### src/rtl/preadder_align_if.sv
// Operand-in / aligned-out handshake bundle for the float-add alignment front end.
// slave is the aligner side, master is the producer/consumer side.
interface preadder_align_if #(
  parameter int MANT_W = 28,
  parameter int EXP_W  = 8
);
  logic              in_valid;
  logic              in_ready;
  logic [31:0]       a;
  logic [31:0]       b;
  logic              out_valid;
  logic              out_ready;
  logic [EXP_W-1:0]  exp_out;
  logic [MANT_W-1:0] mantis_big;
  logic [MANT_W-1:0] mantis_small;
  logic              sign_big;
  logic              sub_op;
  logic              special;

  modport slave (
    input  in_valid, a, b, out_ready,
    output in_ready, out_valid, exp_out,
    output mantis_big, mantis_small,
    output sign_big, sub_op, special
  );

  modport master (
    output in_valid, a, b, out_ready,
    input  in_ready, out_valid, exp_out,
    input  mantis_big, mantis_small,
    input  sign_big, sub_op, special
  );
endinterface

### src/rtl/preadder_align.sv
// Two-stage operand alignment for the float adder: unpack and order by magnitude,
// then right-shift the smaller mantissa to the common exponent with sticky collapse.
module preadder_align #(
  parameter int MANT_W = 28,
  parameter int EXP_W  = 8
) (
  input  logic clk,
  input  logic rst,
  preadder_align_if.slave io
);

  localparam logic [EXP_W-1:0] SH_MAX = EXP_W'(MANT_W);

  logic              acc;
  logic              s2_ready;

  logic              s1_valid_q;
  logic [EXP_W-1:0]  s1_exp_q;
  logic [EXP_W-1:0]  s1_diff_q;
  logic [MANT_W-1:0] s1_mbig_q;
  logic [MANT_W-1:0] s1_msmall_q;
  logic              s1_sign_q;
  logic              s1_sub_q;
  logic              s1_spec_q;

  logic [EXP_W-1:0]  s1_exp_d;
  logic [EXP_W-1:0]  s1_diff_d;
  logic [MANT_W-1:0] s1_mbig_d;
  logic [MANT_W-1:0] s1_msmall_d;
  logic              s1_sign_d;
  logic              s1_sub_d;
  logic              s1_spec_d;

  logic              out_valid_q;
  logic [EXP_W-1:0]  exp_q;
  logic [MANT_W-1:0] mbig_q;
  logic [MANT_W-1:0] msmall_q;
  logic              sign_q;
  logic              sub_q;
  logic              spec_q;

  logic [MANT_W-1:0] msmall_d;

  logic [EXP_W-1:0]  ea_raw;
  logic [EXP_W-1:0]  eb_raw;
  logic [EXP_W-1:0]  ea;
  logic [EXP_W-1:0]  eb;
  logic [MANT_W-1:0] ma;
  logic [MANT_W-1:0] mb;
  logic              swap;

  logic [MANT_W-1:0] sh;
  logic [MANT_W-1:0] mask;
  logic              lost;

  assign s2_ready    = !out_valid_q || io.out_ready;
  assign io.in_ready = !s1_valid_q || s2_ready;
  assign acc         = io.in_valid && io.in_ready;

  // Denormals use exponent 1 with no hidden bit.
  always_comb begin
    ea_raw = io.a[30:23];
    eb_raw = io.b[30:23];
    ea     = (ea_raw == '0) ? EXP_W'(1) : ea_raw;
    eb     = (eb_raw == '0) ? EXP_W'(1) : eb_raw;
    ma     = {1'b0, |ea_raw, io.a[22:0], 3'b000};
    mb     = {1'b0, |eb_raw, io.b[22:0], 3'b000};
    swap   = io.b[30:0] > io.a[30:0];
  end

  always_comb begin
    s1_exp_d    = ea;
    s1_diff_d   = ea - eb;
    s1_mbig_d   = ma;
    s1_msmall_d = mb;
    s1_sign_d   = io.a[31];
    if (swap) begin
      s1_exp_d    = eb;
      s1_diff_d   = eb - ea;
      s1_mbig_d   = mb;
      s1_msmall_d = ma;
      s1_sign_d   = io.b[31];
    end
    s1_sub_d  = io.a[31] ^ io.b[31];
    s1_spec_d = (&ea_raw) || (&eb_raw);
  end

  always_ff @(posedge clk or posedge rst) begin
    if (rst) begin
      s1_valid_q  <= 1'b0;
      s1_exp_q    <= '0;
      s1_diff_q   <= '0;
      s1_mbig_q   <= '0;
      s1_msmall_q <= '0;
      s1_sign_q   <= 1'b0;
      s1_sub_q    <= 1'b0;
      s1_spec_q   <= 1'b0;
    end else begin
      if (io.in_ready) begin
        s1_valid_q <= io.in_valid;
      end
      if (acc) begin
        s1_exp_q    <= s1_exp_d;
        s1_diff_q   <= s1_diff_d;
        s1_mbig_q   <= s1_mbig_d;
        s1_msmall_q <= s1_msmall_d;
        s1_sign_q   <= s1_sign_d;
        s1_sub_q    <= s1_sub_d;
        s1_spec_q   <= s1_spec_d;
      end
    end
  end

  // Any bit shifted past bit0 folds into the sticky position.
  always_comb begin
    sh   = s1_msmall_q >> s1_diff_q;
    mask = ~({MANT_W{1'b1}} << s1_diff_q);
    lost = |(s1_msmall_q & mask);
    if (s1_diff_q == '0) begin
      msmall_d = s1_msmall_q;
    end else if (s1_diff_q < SH_MAX) begin
      msmall_d = {sh[MANT_W-1:1], sh[0] | lost};
    end else begin
      msmall_d = {{(MANT_W-1){1'b0}}, |s1_msmall_q};
    end
  end

  always_ff @(posedge clk or posedge rst) begin
    if (rst) begin
      out_valid_q <= 1'b0;
      exp_q       <= '0;
      mbig_q      <= '0;
      msmall_q    <= '0;
      sign_q      <= 1'b0;
      sub_q       <= 1'b0;
      spec_q      <= 1'b0;
    end else if (s2_ready) begin
      out_valid_q <= s1_valid_q;
      if (s1_valid_q) begin
        exp_q    <= s1_exp_q;
        mbig_q   <= s1_mbig_q;
        msmall_q <= msmall_d;
        sign_q   <= s1_sign_q;
        sub_q    <= s1_sub_q;
        spec_q   <= s1_spec_q;
      end
    end
  end

  assign io.out_valid    = out_valid_q;
  assign io.exp_out      = exp_q;
  assign io.mantis_big   = mbig_q;
  assign io.mantis_small = msmall_q;
  assign io.sign_big     = sign_q;
  assign io.sub_op       = sub_q;
  assign io.special      = spec_q;

endmodule

### src/flat_wrapper.sv
// flat-port wrapper written by rule: the top's interface ports become plain ports
module preadder_align_flat 
#(
  parameter int MANT_W = 28,
  parameter int EXP_W  = 8
)
  (clk, rst, io_in_valid, io_a, io_b, io_out_ready, io_in_ready, io_out_valid, io_exp_out, io_mantis_big, io_mantis_small, io_sign_big, io_sub_op, io_special);
  preadder_align_if #(.MANT_W(MANT_W), .EXP_W(EXP_W)) io_i ();
  input  logic clk;
  input  logic rst;
  input wire logic [$bits(io_i.in_valid)-1:0] io_in_valid;
  input wire logic [$bits(io_i.a)-1:0] io_a;
  input wire logic [$bits(io_i.b)-1:0] io_b;
  input wire logic [$bits(io_i.out_ready)-1:0] io_out_ready;
  output wire logic [$bits(io_i.in_ready)-1:0] io_in_ready;
  output wire logic [$bits(io_i.out_valid)-1:0] io_out_valid;
  output wire logic [$bits(io_i.exp_out)-1:0] io_exp_out;
  output wire logic [$bits(io_i.mantis_big)-1:0] io_mantis_big;
  output wire logic [$bits(io_i.mantis_small)-1:0] io_mantis_small;
  output wire logic [$bits(io_i.sign_big)-1:0] io_sign_big;
  output wire logic [$bits(io_i.sub_op)-1:0] io_sub_op;
  output wire logic [$bits(io_i.special)-1:0] io_special;
  assign io_i.in_valid = io_in_valid;
  assign io_i.a = io_a;
  assign io_i.b = io_b;
  assign io_i.out_ready = io_out_ready;
  assign io_in_ready = io_i.in_ready;
  assign io_out_valid = io_i.out_valid;
  assign io_exp_out = io_i.exp_out;
  assign io_mantis_big = io_i.mantis_big;
  assign io_mantis_small = io_i.mantis_small;
  assign io_sign_big = io_i.sign_big;
  assign io_sub_op = io_i.sub_op;
  assign io_special = io_i.special;
  preadder_align #(.MANT_W(MANT_W), .EXP_W(EXP_W)) u_core (.clk(clk), .rst(rst), .io(io_i));
endmodule
### config.mk
export PLATFORM = sky130hd
export DESIGN_NAME = preadder_align_flat
export DESIGN_NICKNAME = d
export VERILOG_FILES = /design/src/rtl/preadder_align_if.sv /design/src/rtl/preadder_align.sv /design/src/flat_wrapper.sv
export SDC_FILE = /design/constraint.sdc
export NUM_CORES = 1
export LEC_CHECK = 0
export CORE_AREA = 2 2 174 176
export DETAILED_ROUTE_END_ITERATION = 7
export DIE_AREA = 0 0 176 178
export GPL_TIMING_DRIVEN = 0
export PLACE_DENSITY = 0.52
export SYNTH_ARGS = -nofsm -noshare
export SYNTH_HDL_FRONTEND = slang
export SYNTH_SLANG_ARGS = --single-unit
### constraint.sdc
create_clock -name clk -period 12.16 [get_ports clk]
set_input_delay 2.432 -clock clk [delete_from_list [all_inputs] [get_ports clk]]
set_output_delay 2.432 -clock clk [all_outputs]
set_load 0.005 [all_outputs]
# Word level (Yosys, flattened, before mapping)
# Index checks and enable logic that the tools add are counted.
[totals]
reg_bits = 144
inputBits = 68
out_inout_bits = 69
[op_classes]
n_addsub = 2
magnitude_cmp = 2
n_shift = 2
muxes = 9
n_bitwise = 4
n_reduce_logical = 16
[ops]
columns = ["cell", "n"]
rows = [
  ["$mux W28", 2],
  ["$reduce_or A28 Y1", 2],
  ["$mux W27", 2],
  ["$mux W8", 4],
  ["$gt A31 B31 Y1", 1],
  ["$and A28 B28 Y28", 1],
  ["$not A28 Y28", 1],
  ["$shl A28 B8 Y28 const A", 1],
  ["$shr A28 B8 Y28", 1],
  ["$logic_not A8 Y1", 3],
  ["$reduce_and A8 Y1", 2],
  ["$reduce_or A8 Y1", 2],
  ["$sub A8 B8 Y8", 2],
  ["$lt A8 B5 Y1 const B", 1],
  ["$logic_or A1 B1 Y1", 3],
  ["$logic_not A1 Y1", 2],
  ["$reduce_and A2 Y1", 1],
  ["$logic_and A1 B1 Y1", 1],
  ["$mux W1", 1],
  ["$or A1 B1 Y1", 1],
  ["$xor A1 B1 Y1", 1],
]

# Longest topological paths before layout
# Gate-level depths: netlist (run 1).
[depth]
depth_word = 7
mapped_depth = 14
mapped_depth_nobuf = 14

# Least setup slack after synthesis (run 1)
# OpenSTA, ideal clock, no wires.
[synth_timing]
path_kind = "input port to output port"
startpoint = "input io_out_ready"
endpoint = "output io_in_ready"
arrival_time_ps = 2621
required_time_ps = 9728
slack_ps = 7107
stages = 1
path_buffers = 0
path_cell_list = "nand3b_1"
[synth_via]
elab_chain_len = 2
[synth_lines]
columns = ["item", "line_no", "source"]
rows = [
  ["start, declared", "flat_wrapper.sv:14", "input wire logic [$bits(io_i.out_ready)-1:0] io_out_ready;"],
  ["$logic_or A1 B1 Y1", "preadder_align.sv:56", "assign s2_ready = !out_valid_q || io.out_ready;"],
  ["$logic_or A1 B1 Y1", "preadder_align.sv:57", "assign io.in_ready = !s1_valid_q || s2_ready;"],
  ["end, declared", "flat_wrapper.sv:15", "output wire logic [$bits(io_i.in_ready)-1:0] io_in_ready;"],
]
# No other way between the ends.

# Worst setup path in the final report (run 1)
# Ends and elaborated chain as after synthesis.

==> out/results.ini, run 1 <==
[run_status]
status=completed

[synth]
async_flop_share=1.00
synth_area_leaders=dfrtp_1, mux2i_1, nand2_1
synth_cells=1007
synth_ff_type=dfrtp_1
syn_avg_cell_area_um2=8.69
synth_edf_count=0
yosys.area.top_type=dfrtp_1
ys_warn_count=0
yosysUniqueCellTypes=61
synth_area_mm2=0.00875
synth_top_area_frac=0.375
yosysSeqAreaShare=0.375
yosys_register_bits=131

[cts]
clock_sinks=131
htree_num_levels=4
clkTransAtPathRegs_ps=60
hold_buffers=0
cts_tree=built
cts_buffers=17
clk_path_buf_depth=2
cts_setup_buffers=0
clock_latency_ps=430
post_cts_resized=0
cts_root_buffer=clkbuf_16

[critical_path]
r2r_start=u_core.s1_diff_q[5]
end_kind=output pin
cp-start-kind=input pin
crit_type=in2out
worst_r2r_path_depth=8
cp.arrival_ps=3580
required_ps=9730
ff2ff_setup_slack_ps=9540
r2r_end=u_core.io.mantis_small[4]
crit_fanout=4

[sta]
slew_headroom=0.436
tightestPinTransition_ps=846
rsz0062_at_grt=no
min_period_over_period=0.494
skew_ps=11.8
finalHoldViolCount=0
max_freq_mhz=166
slew_viol_final=0
finalSetupTns_ps=0
setup_violations=0
period_needed_ps=6010
setup_ws_ps=6150

[placed_design]
placedCellCount=1533
globalplace.congestion=0.919
io_buffers=131
dpl.hpwl_um=22800
place_area_mm2=0.0106
pre_cts_slack_ps=6160

[floorplan]
rows=63
start_util=0.297
ios=137
dieArea_mm2=0.0313
dieHeight_um=178
core_mm2=0.0294
die_w_um=176

[final_layout]
stdcell_area_mm2=0.0112
insertedDiodeCount=0
layout-area-overhead-vs-synth_pct=28.1
drive_above_1_share=0.0706
stdcell_count=1565
nNetsFinal=1277

[route]
initialDrtViolationCount=475
wl_per_cell_um=18.8
drc=0
routed_wl_um=29500
postRouteAntennaNets=0
firstDrtPassIters=5
viasPerCell=5.04
vias=7889

[global_routing]
grt_max_degree=92
first_global_vias=8036
grt_usage=0.195
grt_overflow=0
grt_first_pass_wirelength_um=46800
antenna_found_initial=0

[power_and_ir_drop]
p_leak_uw=0.00514
power_uw=1740
peakVddDrop_v=0.000103
powerDensity_mw_per_mm2=155

[hold_path]
hold_path_class=reg2reg
min_to=u_core.io.mantis_big[11]
min-delay-start=u_core.s1_mbig_q[11]
whs_path_depth=2

[job]
maxCapViolCount=0

Yosys cell counts (6+ instances only):
master	number
a21oi_1	45
nor4_1	6
mux2i_1	89
o21ai_1	6
mux4_2	8
nand4_1	15
a31oi_1	9
buf_6	8
nand2b_1	9
clkbuf_1	50
nand3_1	11
inv_1	53
nor2_1	46
dfrtp_1	131
buf_2	7
and2_1	6
mux2_2	8
o21ai_0	95
buf_4	8
a22o_1	10
nor3_1	12
nand2_1	232
ha_1	45
routing by layer:
metal | global-route usage | vias up | part of all wire
li1 | - | 3794 | -
met1 | 0.268 | 3856 | 0.48
met2 | 0.322 | 213 | 0.47
met3 | 0.0296 | 26 | 0.040
met4 | 0.0482 | 0 | 0.013
met5 | 0 | - | 0
how the worst max path moves through the flow:
stage                       startpoint                  endpoint
after floorplan                    rst      u_core.io.exp_out[0]
after global placement             rst  u_core.io.mantis_big[17]
after detailed placement  io_out_ready               io_in_ready
after CTS                 io_out_ready               io_in_ready
after global routing      io_out_ready               io_in_ready
final                     io_out_ready               io_in_ready
power by group:
| part | switching, µW | internal [µW] |
|---|---|---|
| clock network | 212 | 335 |
| logic | 343 | 271 |
| registers | 71.1 | 509 |
through the flow:
step           hold slack, ps  utilization
2_1_floorplan             439            -
3_3_place_gp              458        0.359
3_5_place_dp              451        0.360
4_1_cts                   472        0.381
5_1_grt                   490        0.381
6_report                  469        0.381
area by class of cell:
| cell class | count | area [µm²] |
|---|---|---|
| inverter | 53 | 204 |
| sequential | 131 | 3280 |
| clock buffer | 21 | 460 |
| clock inverter | 11 | 153 |
| multi-input combinational | 749 | 4860 |
| fill | 3042 | 18200 |
| tap | 390 | 488 |
| timing repair buffer | 132 | 1340 |
| buffer | 78 | 424 |
registers in the layout, summed over array words and instances, names as in the netlist, 8 cells and up:
signal                  count
u_core.s1_diff_q            8
u_core.s1_mbig_q           24
u_core.io.mantis_big       24
u_core.io.exp_out           8
u_core.io.mantis_small     27
u_core.s1_exp_q             8
u_core.s1_msmall_q         24
cell usage in the layout, fill, tap and decap left out, drive strengths merged, types with 15 or more instances in the layout:
cell type,instances
a21oi,47
mux2i,89
nor2,48
dfrtp,131
nand2,232
o21ai,101
inv,54
clkbuf,71
ha,45
clkdlybuf4s50,131
buf,29
nand4,15
logic make-up (layout without fill, tap and decap cells):
family	after synthesis	in the layout	share of synthesized area
buf+inv	131	295	0.0712
flops	131	131	0.375
other cells	1	5	0.000429
fa+ha+maj	47	47	0.0690
simple gates	361	361	0.179
compound gates	219	219	0.150
xor+xnor	6	6	0.00601
mux	111	111	0.149
critical path: stages:
cell             delay (ps)
clkdlybuf4s50_1         460
nand3b_1                160
clkdlybuf4s50_1         530
No activity file was read; power rests on OpenSTA's default activity.
==> inputs of run 2 (changes only) <==
PLACE_DENSITY = 0.54   (was 0.52)
clock period = 5.14 ns   (was 12.16 ns; I/O delays follow)
==> run 2 against run 1 <==
Against the previous run: routed wire length shrank 1.4%; die area is the same; clock power grew to 2.5 times the previous value; sequential share of layout area down 0.094 points; setup slack worse by 4700 ps; critical path type is now in2reg; largest cell class unchanged; largest power group unchanged.
==> out/results.ini, run 2 (synthesis results as in run 1) <==
[final_layout]
stdcell_area_mm2=0.0112  ; about the same
drive_above_1_share=0.0716  ; was 0.0706
final_common_cell=nand2_1  ; unchanged
nNetsFinal=1277  ; unchanged
largest_register_ffs=27  ; unchanged
insertedDiodeCount=0  ; unchanged
final_util=0.382  ; was 0.381
mostFrequentLayoutCells=nand2_1, clkdlybuf4s50_1, dfrtp_1  ; unchanged
layout-area-overhead-vs-synth_pct=28.5  ; was 28.1%

[power_and_ir_drop]
p_leak_uw=0.00516  ; was 0.00514 µW
powerDensity_mw_per_mm2=374  ; was 155 mW/mm²
peakVddDrop_v=0.000218  ; was 0.000103 V

[job]
maxCapViolCount=0  ; unchanged

[sta]
skew_ps=13.7  ; was 11.8 ps
period_needed_ps=3720
max_freq_mhz=269
holdWs_ps=470  ; was 469 ps
min_period_over_period=0.724
slew_viol_final=0  ; unchanged
finalSetupTns_ps=0  ; unchanged
finalHoldViolCount=0  ; unchanged
setup_violations=0  ; unchanged
rsz0062_at_grt=no  ; unchanged
tightestPinTransition_ps=811  ; was 846 ps
slew_headroom=0.453  ; was 0.436
setup_ws_ps=1420  ; was 6150 ps

[placed_design]
globalplace.congestion=0.919  ; about the same
pre_cts_slack_ps=980  ; was 6160 ps
io_buffers=131  ; unchanged
place_area_mm2=0.0106  ; unchanged
dpl.hpwl_um=22500  ; was 22,800 µm

[floorplan]
core_mm2=0.0294  ; unchanged
rows=63  ; unchanged
die_w_um=176  ; unchanged
dieHeight_um=178  ; unchanged
dieArea_mm2=0.0313  ; unchanged
start_util=0.297  ; unchanged
ios=137  ; unchanged

[global_routing]
first_global_vias=7956  ; was 8,036
grt_first_pass_wirelength_um=46200  ; was 46,800 µm
use_met1=0.265  ; was 0.268
antenna_found_initial=0  ; unchanged
grt.met2_usage=0.305  ; was 0.322
grt_max_degree=87  ; was 92
grt_busiest_layer=met2  ; unchanged
grt_overflow=0  ; unchanged
grt_use_met3=0.0352  ; was 0.0296
grt_usage=0.190  ; was 0.195

[route]
wl_per_cell_um=18.6  ; was 18.8 µm
postRouteAntennaNets=0  ; unchanged
vias=7913  ; was 7,889
firstDrtPassIters=5  ; unchanged
routed_wl_um=29100  ; was 29,500 µm
drc=0  ; unchanged
viasPerCell=5.06  ; was 5.04
initialDrtViolationCount=533  ; was 475

[critical_path]
cp.arrival_ps=3990  ; was 3580 ps
end_kind=register  ; was output pin
ff2ff_setup_slack_ps=2450  ; was 9540 ps
crit_type=in2reg  ; was in2out
required_ps=5410  ; was 9730 ps
cp-start-kind=input pin  ; unchanged
worst_r2r_path_depth=6  ; was 8
r2r_end=u_core.io.mantis_small[4]  ; unchanged
crit_fanout=10  ; was 4
r2r_start=u_core.s1_diff_q[2]  ; was u_core.s1_diff_q[5]

[hold_path]
whs_path_depth=2  ; unchanged
min_to=u_core.io.mantis_big[12]  ; was u_core.io.mantis_big[11]
min-delay-start=u_core.s1_mbig_q[12]  ; was u_core.s1_mbig_q[11]
hold_path_class=reg2reg  ; unchanged

[cts]
cts_buffers=17  ; unchanged
clkTransAtPathRegs_ps=60  ; about the same
cts_tree=built  ; unchanged
cts_root_buffer=clkbuf_16  ; unchanged
clock_sinks=131  ; unchanged
clock_latency_ps=430  ; about the same
htree_num_levels=4  ; unchanged
hold_buffers=0  ; unchanged
clk_path_buf_depth=2  ; unchanged
post_cts_resized=0  ; unchanged
cts_setup_buffers=0  ; unchanged

[run_status]
status=completed  ; unchanged

run 2: cell count changes in the layout (fill, tap and decap cells not counted):
cell / previous run / this run
clkinvlp_4: 3 / 1
bufinv_16: 3 / 5
inv_6: 2 / 5
clkbuf_8: 2 / 0
clkbuf_1: 52 / 50
run 2: worst max-delay path by stage:
stage,from,slack (ps),end
after floorplan,rst,610,u_core.io.exp_out[0]
after global placement,rst,-1640,u_core.s1_mbig_q[8]
after detailed placement,io_a[29],980,u_core.s1_msmall_q[5]
after CTS,io_a[29],1410,u_core.s1_msmall_q[5]
after global routing,io_b[27],1090,u_core.s1_diff_q[7]
final,io_a[30],1420,u_core.s1_msmall_q[5]
run 2: critical path, cell delays in order:
cell             delay [ps]
clkdlybuf4s50_1         590
inv_1                   100
ha_1                    310
nand4_1                 220
nor4_2                  460
a22oi_1                 260
nor2_4                  210
buf_4                   250
buf_6                   210
mux2i_1                 240
o21ai_0                  90
run 2: layout make-up:
class | instances | area (µm²)
buffer | 78 | 424
clock buffer | 17 | 425
clock inverter | 14 | 224
fill | 2983 | 18200
inverter | 53 | 204
multi-input combinational | 749 | 4860
sequential | 131 | 3280
tap | 390 | 488
timing repair buffer | 132 | 1340
run 2: report_power, final:
part	internal (µW)	total, µW	switching (µW)	leakage [µW]
registers	1200	1370	168	0.00165
logic	641	1450	805	0.00319
clock network	867	1380	516	0.000315
total	2710	4200	1490	0.00516
run 2: routing by layer:
layer,part of all wire,up-vias
met5,0,-
met4,0.017,0
met3,0.049,26
met2,0.46,239
met1,0.48,3852
li1,-,3796
run 2: metrics by stage:
stage / cells / total power (µW)
floorplan: 1011 / 2220
global placement: 1532 / 2820
detailed placement: 1533 / 2820
CTS: 1564 / 4220
global route: 1564 / 4430
finish: 1564 / 4200
==> inputs of run 3 (changes only) <==
clock period = 3.2 ns   (was 5.14 ns; I/O delays follow)
==> run 3 against run 2 <==
Against the previous run: final area grew 0.66%; clock skew shrank 1.1 ps; total power grew 55%; sequential share of layout area shrank 0.19 points; highest routed layer unchanged; combinational power grew 61%; register-to-register slack lost 2100 ps; core utilization grew 0.25 points.
==> out/results.ini, run 3 (synthesis results as in run 1) <==
[critical_path]
crit_type=in2reg  ; unchanged
slowest_delay_ps=560  ; was 590 ps
cp_slowest_cell=clkdlybuf4s50_1  ; unchanged
cp-start-kind=input pin  ; unchanged
end_kind=register  ; unchanged
cp_num_buf_inv=5  ; was 4
path_cells=clkdlybuf4s50_1, inv_1, ha_1, nand4_1, buf_4, nor4_4, a22oi_2, nor2_4, buf_6, buf_6, mux2i_1, o21ai_0  ; was clkdlybuf4s50_1, inv_1, ha_1, nand4_1, nor4_2, a22oi_1, nor2_4, buf_4, buf_6, mux2i_1, o21ai_0
cp.arrival_ps=3400  ; was 3990 ps
required_ps=3480  ; was 5410 ps
worst_path_most_repeated_cell=buf_6
cpLargestDelayFamily=buffers and inverters  ; unchanged
crit_fanout=10  ; unchanged

[sta]
rsz0062_at_grt=yes  ; was no
setup_violations=0  ; unchanged
max_freq_mhz=321
finalSetupTns_ps=0  ; unchanged
period_needed_ps=3110
slew_viol_final=0  ; unchanged
tightestPinTransition_ps=938  ; was 811 ps
slew_headroom=0.368  ; was 0.453
min_period_over_period=0.973
finalHoldViolCount=0  ; unchanged
skew_ps=12.6  ; was 13.7 ps
setup_ws_ps=87.5  ; was 1420 ps

[cts]
htree_num_levels=4  ; unchanged
clock_latency_ps=430  ; about the same
cts_tree=built  ; unchanged
hold_buffers=0  ; unchanged
clock_sinks=131  ; unchanged
cts_buffers=17  ; unchanged
clk_path_buf_depth=2  ; unchanged
clkTransAtPathRegs_ps=70  ; was 60 ps
cts_root_buffer=clkbuf_16  ; unchanged

[placed_design]
io_buffers=131  ; unchanged
dpl.hpwl_um=23000  ; was 22,500 µm
globalplace.congestion=0.956  ; was 0.919
pre_cts_slack_ps=-581  ; was 980 ps
place_area_mm2=0.0106  ; about the same

[power_and_ir_drop]
swShare=0.372  ; was 0.354
p_sw_uw=2420  ; was 1490 µW
p_int_uw=4100  ; was 2710 µW
peakVddDrop_v=0.000369  ; was 0.000218 V
combPwrFrac=0.358  ; was 0.344
p_clk_frac=0.303  ; was 0.329
p_leak_uw=0.00527  ; was 0.00516 µW
powerDensity_mw_per_mm2=577  ; was 374 mW/mm²
pwr-share-seq=0.339  ; was 0.327

[floorplan]
dieArea_mm2=0.0313  ; unchanged
rows=63  ; unchanged
start_util=0.297  ; unchanged
dieHeight_um=178  ; unchanged
ios=137  ; unchanged
die_w_um=176  ; unchanged
core_mm2=0.0294  ; unchanged

[job]
maxCapViolCount=0  ; unchanged

[route]
drc=0  ; unchanged
routed_wl_um=29500  ; was 29,100 µm
vias=7825  ; was 7,913
firstDrtPassIters=5  ; unchanged
wl_per_cell_um=18.8  ; was 18.6 µm
postRouteAntennaNets=0  ; unchanged
initialDrtViolationCount=553  ; was 533
viasPerCell=4.98  ; was 5.06

[run_status]
status=completed  ; unchanged

[final_layout]
insertedDiodeCount=0  ; unchanged
drive_above_1_share=0.0830  ; was 0.0716
mostFrequentLayoutCells=nand2_1, dfrtp_1, clkdlybuf4s50_1  ; was nand2_1, clkdlybuf4s50_1, dfrtp_1
final_common_cell=nand2_1  ; unchanged
stdcell_area_mm2=0.0113  ; was 0.0112 mm²
nNetsFinal=1283  ; was 1,277
largest_register_ffs=27  ; unchanged
layout-area-overhead-vs-synth_pct=29.4  ; was 28.5%

[global_routing]
grt_first_pass_wirelength_um=45500  ; was 46,200 µm
first_global_vias=7918  ; was 7,956
antenna_found_initial=1  ; was 0
grt_overflow=0  ; unchanged
grt_max_degree=41  ; was 87
grt_usage=0.192  ; was 0.190

[hold_path]
hold_path_class=reg2reg  ; unchanged

## run 3: cell count changes in the layout (fill, tap and decap cells not counted), sizes merged, moves of 3 or more
cell | previous run | this run
clkinvlp | 1 | 4
clkbuf | 67 | 70
dlymetal6s2s | 0 | 10
buf | 29 | 35
clkdlybuf4s50 | 131 | 119
bufinv | 5 | 1
## run 3: final timing paths
check,startpoint,endpoint,slack [ps],depth (start not counted)
worst min-delay path,u_core.s1_mbig_q[19],u_core.io.mantis_big[19],470,2
worst max register to register,u_core.s1_diff_q[5],u_core.io.mantis_small[0],310,8
worst min register to register,u_core.s1_mbig_q[19],u_core.io.mantis_big[19],470,2
max in group asynchronous,rst,u_core.io.mantis_big[11],1820,3
worst max-delay path,io_a[30],u_core.s1_msmall_q[18],90,12
min in group asynchronous,rst,u_core.io.mantis_small[10],720,2
## run 3: worst register-to-register path, cell delays in order (launching register included)
cell and delay (ps):
dfrtp_1 450, or3_1 380, buf_2 200, nor2_1 490
nand2_1 120, a22oi_1 220, o2111ai_1 180, nor4_1 590
a21oi_1 140
## run 3: power groups by stage
stage          Sequential [µW]  Combinational (µW)  Clock [µW]
2_1_floorplan             2150                1420           0
3_5_place_dp              2240                2310           0
3_3_place_gp              2240                2290           0
4_1_cts                   2210                2320        2010
6_report                  2210                2340        1980
5_1_grt                   2250                2550        2070
## run 3: final cells by class
type | count | area (µm²)
timing repair buffer | 138 | 1420
clock inverter | 12 | 119
multi-input combinational | 749 | 4920
fill | 3021 | 18100
inverter | 53 | 203
clock buffer | 20 | 457
sequential | 131 | 3280
tap | 390 | 488
buffer | 78 | 428
## run 3: per-stage QoR
stage | std cells | power, µW | util | hold slack (ps)
3_3_place_gp | 1532 | 4530 | 0.359 | 456
5_1_grt | 1571 | 6880 | 0.385 | 491
4_1_cts | 1567 | 6540 | 0.382 | 468
3_5_place_dp | 1535 | 4550 | 0.361 | 459
6_report | 1571 | 6520 | 0.385 | 468
2_1_floorplan | 1011 | 3570 | - | 439
## run 3: timing repair
item,CTS,global route
setup endpoints to repair,53,60
pin swaps,3,6
gates resized for setup,6,19
buffers inserted,0,4
## run 3: routing by layer
metal  track usage  routed length (µm)  part of all wire
met1         0.259               13800              0.47
met2         0.310               13800              0.47
met3        0.0392                1420             0.048
met4        0.0568                 518             0.018
met5             0                   0                 0
